===== src/rtl/dual_lane_feeder.sv =====
// Two-lane FIFO feeder: each lane buffers DEPTH words behind a valid/ready
// handshake and pops one word per cycle into registered outputs; idle code
// (32'h1f) is driven when a lane has nothing to present and reserved-code
// words are counted.
// Ports: clk, reset_n (async low); laneN_data/valid/ready (N=0,1); flush;
// pipeline1_outputs/pipeline2_outputs, valid[1:0]; fill0/fill1; reserved_cnt.
// Option: define RESERVED_DROP_EN to drop reserved-code words instead of
// buffering them (they are still handshaken and counted).
module dual_lane_feeder #(
  parameter int DEPTH      = 4,
  parameter bit SYNC_LANES = 1'b0
) (
  input  logic                     clk,
  input  logic                     reset_n,
  input  logic [31:0]              lane0_data,
  input  logic                     lane0_valid,
  output logic                     lane0_ready,
  input  logic [31:0]              lane1_data,
  input  logic                     lane1_valid,
  output logic                     lane1_ready,
  input  logic                     flush,
  output logic [31:0]              pipeline1_outputs,
  output logic [31:0]              pipeline2_outputs,
  output logic [1:0]               valid,
  output logic [$clog2(DEPTH):0]   fill0,
  output logic [$clog2(DEPTH):0]   fill1,
  output logic [15:0]              reserved_cnt
);

  localparam int AW = $clog2(DEPTH);
  localparam int FW = AW + 1;
  localparam logic [31:0] IDLE = 32'h0000_001F;
  localparam logic [FW-1:0] FULL = FW'(DEPTH);

  logic [31:0]   r_mem [2][DEPTH];
  logic [AW-1:0] r_wp  [2];
  logic [AW-1:0] r_rp  [2];
  logic [FW-1:0] r_fill[2];
  logic [31:0]   r_out [2];
  logic [1:0]    r_vld;
  logic [15:0]   r_rcnt;

  logic [31:0] w_data [2];
  logic [1:0]  w_in_vld;
  logic [1:0]  w_ready;
  logic [1:0]  w_acc;
  logic [1:0]  w_rsv;
  logic [1:0]  w_wr;
  logic [1:0]  w_ne;
  logic [1:0]  w_pop;
  logic [16:0] w_sum;
  logic [15:0] w_rnext;

  always_comb begin
    w_data[0]   = lane0_data;
    w_data[1]   = lane1_data;
    w_in_vld    = {lane1_valid, lane0_valid};
    w_ready     = '0;
    w_acc       = '0;
    w_rsv       = '0;
    w_wr        = '0;
    w_ne        = '0;
    for (int i = 0; i < 2; i++) begin
      w_ready[i] = (r_fill[i] != FULL) && !flush;
      w_acc[i]   = w_in_vld[i] && w_ready[i];
      w_rsv[i]   = w_acc[i] && (w_data[i][4:0] == 5'h1f);
`ifdef RESERVED_DROP_EN
      w_wr[i]    = w_acc[i] && !w_rsv[i];
`else
      w_wr[i]    = w_acc[i];
`endif
      w_ne[i]    = (r_fill[i] != '0);
    end
    // lockstep mode pops only when both lanes have a head word
    if (SYNC_LANES) w_pop = {2{&w_ne}};
    else            w_pop = w_ne;
    w_sum   = {1'b0, r_rcnt} + 17'(w_rsv[0]) + 17'(w_rsv[1]);
    w_rnext = w_sum[16] ? 16'hFFFF : w_sum[15:0];
  end

  always_ff @(posedge clk or negedge reset_n) begin
    if (!reset_n) begin
      for (int i = 0; i < 2; i++) begin
        for (int j = 0; j < DEPTH; j++) r_mem[i][j] <= '0;
        r_wp[i]   <= '0;
        r_rp[i]   <= '0;
        r_fill[i] <= '0;
        r_out[i]  <= IDLE;
      end
      r_vld  <= '0;
      r_rcnt <= '0;
    end else begin
      r_rcnt <= w_rnext;
      if (flush) begin
        for (int i = 0; i < 2; i++) begin
          r_wp[i]   <= '0;
          r_rp[i]   <= '0;
          r_fill[i] <= '0;
          r_out[i]  <= IDLE;
        end
        r_vld <= '0;
      end else begin
        for (int i = 0; i < 2; i++) begin
          if (w_wr[i]) begin
            r_mem[i][r_wp[i]] <= w_data[i];
            r_wp[i] <= r_wp[i] + 1'b1;
          end
          if (w_pop[i]) begin
            r_out[i] <= r_mem[i][r_rp[i]];
            r_rp[i]  <= r_rp[i] + 1'b1;
            r_vld[i] <= 1'b1;
          end else begin
            r_out[i] <= IDLE;
            r_vld[i] <= 1'b0;
          end
          r_fill[i] <= r_fill[i] + FW'(w_wr[i]) - FW'(w_pop[i]);
        end
      end
    end
  end

  assign lane0_ready       = w_ready[0];
  assign lane1_ready       = w_ready[1];
  assign pipeline1_outputs = r_out[0];
  assign pipeline2_outputs = r_out[1];
  assign valid             = r_vld;
  assign fill0             = r_fill[0];
  assign fill1             = r_fill[1];
  assign reserved_cnt      = r_rcnt;

endmodule


===== config.mk =====
export PLATFORM = sky130hd
export DESIGN_NAME = dual_lane_feeder
export DESIGN_NICKNAME = d
export VERILOG_FILES = /design/src/rtl/dual_lane_feeder.sv
export SDC_FILE = /design/constraint.sdc
export NUM_CORES = 1
export LEC_CHECK = 0
export ABC_CLOCK_PERIOD_IN_PS = 3100
export CAP_MARGIN = 20
export CELL_PAD_IN_SITES_DETAIL_PLACEMENT = 0
export CELL_PAD_IN_SITES_GLOBAL_PLACEMENT = 1
export CORE_AREA = 2 2 180 182
export DETAILED_ROUTE_END_ITERATION = 6
export DIE_AREA = 0 0 182 184
export GPL_ROUTABILITY_DRIVEN = 0
export PLACE_DENSITY = 0.8
export SLEW_MARGIN = 20
export SYNTH_ARGS = -nofsm -noshare
export SYNTH_HDL_FRONTEND = slang
export SYNTH_SLANG_ARGS = --single-unit

===== constraint.sdc =====
create_clock -name clk -period 3.1 [get_ports clk]
set_input_delay 0.465 -clock clk [delete_from_list [all_inputs] [get_ports clk]]
set_output_delay 0.465 -clock clk [all_outputs]
set_load 0.02 [all_outputs]

==> out/results.txt <==
Worst R2R Path Depth: 10
RSZ-0062 raised after global routing: no
Gate power share: 32.1%
Pwr Total: 18000 uW
Worst Tran Pin Value: 0.6939 ns
Clock Latency Late Sink: 0.52 ns
Unique masters post-synth: 41
Vias: 8208
#FFs+latches synth: 352
Worst-path clk slew: 0.06 ns
outcome: finished, final reports clean
Met1 Routed Length: 13.79 mm
Final Cell Area: 18420 sq um
Hold Crit Class: register to register
share of power burned in registers: 43.0%
fin crit share: 90.89%
Crit. End Element: register
CP Max Fanout: 5
core box area: 31390 sq um
DRC violations left: 0
VDD IR max: 0.0004771 V
largest net degree at the start of global routing: 85
die area: 33490 sq um
number of buffers created by CTS: 38
Avg Cell Area, Syn: 16.12 sq um
WHS: 0.4841 ns
routed length on met2: 14.55 mm
critical-path cell list: nor2_1 -> a21oi_4 -> nand2_1 -> or3_1 -> fa_1 -> inv_1 -> ha_1 -> nand4_1 -> or3_4 -> a32oi_1
ratio of cells with drive above 1 in the final layout: 39.06%
Via density: 5.292
WP data arrival: 3.25 ns
fin util: 58.68%
Max Cap Violations: 0
stages on the worst setup path: 10
Final Hold Viols: 0
Max Fclk: 354.9 MHz
DRT antenna net count: 0
Die Height: 184 microns
P_sw: 5096 uW
CTS Sinks: 352
Mapped Nets: 1012
Die W: 182 microns
Worst Path Class, Setup: register to register
ranking of synthesized cells by area: dfrtp_1 (57%), mux2_2 (17%), mux4_2 (9.6%), and2_1 (2.3%), mux2_4 (2.0%)
Fill cells: 2493
initial drt markers: 334
Max Slew Vio Count: 0
first-pass GRT wire length: 49.82 mm
Detailed Place HPWL: 19.00 mm
number of global-route vias before repair: 9076
clock power share: 24.9%
final setup fails: 0
setup_tns: 0 ns
Area Overhead vs Synth: 23.25%
slowest stage cell on the critical path: or3_1
Sw Share: 28.32%
Max Root-Sink Buffers: 3
Max-slew headroom: 53.74%
DR top layer: met5
post-CTS setup buffer count: 0
Rows: 65
commonest cells after routing, fill and taps aside: dfrtp_1 (340), mux2_2 (230), clkdlybuf4s50_1 (157)
final net count: 1205
root buffer cell: clkbuf_16
final wirelength: 30.29 mm
initial antenna violation count: 2
DP Area: 17150 sq um
most common cell after layout, fill and taps aside: dfrtp_1
Required @ worst endpoint: 3.53 ns
Setup Skew: 0.02638 ns
largest stage delay on the critical path: 0.45 ns
TritonCTS clock tree: yes
P per Cell Area: 977.0 nW/um^2
Top Ports: 159
Avg WL per Cell: 19.53 microns
Period minus WS final: 2.818 ns
global route overflow: 0
H-Tree Depth: 2
Pint: 12900 uW
gate count of the mapped netlist: 927
met3 wire length: 1.486 mm
hold path depth: 1
leakage: 0.008210 uW
Post-synth top flop: dfrtp_1
crit-path leading delay family: simple AND/OR/NAND/NOR gates
PortBufs: 158
synth warn: 0
Post-synth ARST share: 100.0%
Synth Cell Area: 14950 sq um
crit start category: register
biggest area consumer among synthesized cells: dfrtp_1
Post-synth EDFFs: 0
Initial Utilization: 47.61%
Bufs and invs on worst path: 1
register area share after synthesis: 59.02%
overall routing resource usage: 18.95%
length of the first detailed-routing pass in iterations: 4
Synth top area share: 57.26%
cells in the mapped netlist (5+ instances only):
cell type / count
and2_1: 54
and3_1: 6
buf_2: 8
buf_4: 12
buf_6: 14
clkbuf_1: 18
dfrtp_1: 342
dfstp_2: 10
ha_1: 13
inv_1: 16
mux2_1: 10
mux2_2: 230
mux2_4: 20
mux4_2: 64
nand2_1: 20
nand3_1: 7
nand4_1: 5
nor2_1: 18
or3_1: 12
xnor2_1: 10
xor2_1: 6
repair_timing:
item / CTS / global route
hold buffers: 1 / 0
hold endpoints to repair: 58 / 0
gates resized for setup: 0 / 0
area by class of cell:
class / count / area [sq um] / share of cell area, %
Clock inverter: 19 / 195.2 / 1.060
Clock buffer: 48 / 1060 / 5.753
Antenna cell: 2 / 5.005 / 0.02717
Tap cell: 402 / 503.0 / 2.730
Inverter: 16 / 60.06 / 0.3260
Multi-Input combinational cell: 507 / 5720 / 31.05
Timing Repair Buffer: 205 / 2054 / 11.15
Sequential cell: 352 / 8823 / 47.90
layer usage:
| layer | up-vias | track usage (%) |
|---|---|---|
| met5 | - | 0 |
| met4 | 2 | 4.871 |
| met3 | 34 | 4.715 |
| met2 | 146 | 30.76 |
| met1 | 4316 | 25.80 |
| li1 | 3710 | - |
worst paths after layout:
| kind | from | endpoint | slack (ns) |
|---|---|---|---|
| max in group asynchronous | reset_n | pipeline1_outputs[1] | 1.65 |
| max reg2reg | fill1[1] | reserved_cnt[11] | 0.28 |
| min in group asynchronous | reset_n | r_mem[124] | 0.55 |
| max | fill1[1] | reserved_cnt[11] | 0.28 |
| min reg2reg | r_mem[2] | r_mem[2] | 0.48 |
| min | r_mem[2] | r_mem[2] | 0.48 |
sequential cells by signal, indices dropped and copies added, names as in the netlist, 3 cells and up:
signal	count
fill0	3
fill1	3
pipeline1_outputs	32
pipeline2_outputs	32
r_mem	256
r_rp	4
r_wp	4
reserved_cnt	16
worst register-to-register path, stage by stage, from the launching register on:
cell and delay [ns]:
dfrtp_1 0.44, nor2_1 0.11, a21oi_4 0.16, nand2_1 0.11, or3_1 0.45, fa_1 0.44, inv_1 0.09, ha_1 0.17
nand4_1 0.14, or3_4 0.40, a32oi_1 0.22
power by group through the flow:
stage	combinational (uW)	clock [uW]	sequential, uW
global route	6290	4810	8010
CTS	5890	4610	7760
detailed placement	5860	0	7810
global placement	5730	0	7740
finish	5780	4470	7740
floorplan	3720	0	7870
metrics by stage:
step,cells,setup WS [ns]
after floorplan,927,0.07345
after global placement,1481,-0.08607
after detailed placement,1481,-0.1196
after CTS,1549,0.2520
after global routing,1550,0.1461
final,1551,0.2824
cells by family (layout without fill, tap and decap cells):
kind of cell,Yosys count,count (layout),share of synthesized area (%)
adders and majority gates,16,16,1.490
xor gates and xnor gates,16,16,0.9375
buffers and inverters,68,288,2.779
AOI/OAI and AO/OA,8,8,0.3684
other,0,2,0
DFF,352,352,59.02
muxes,325,325,29.80
and+or+nand+nor,142,142,5.609
Note: power is estimated with default switching activity, not from simulation.
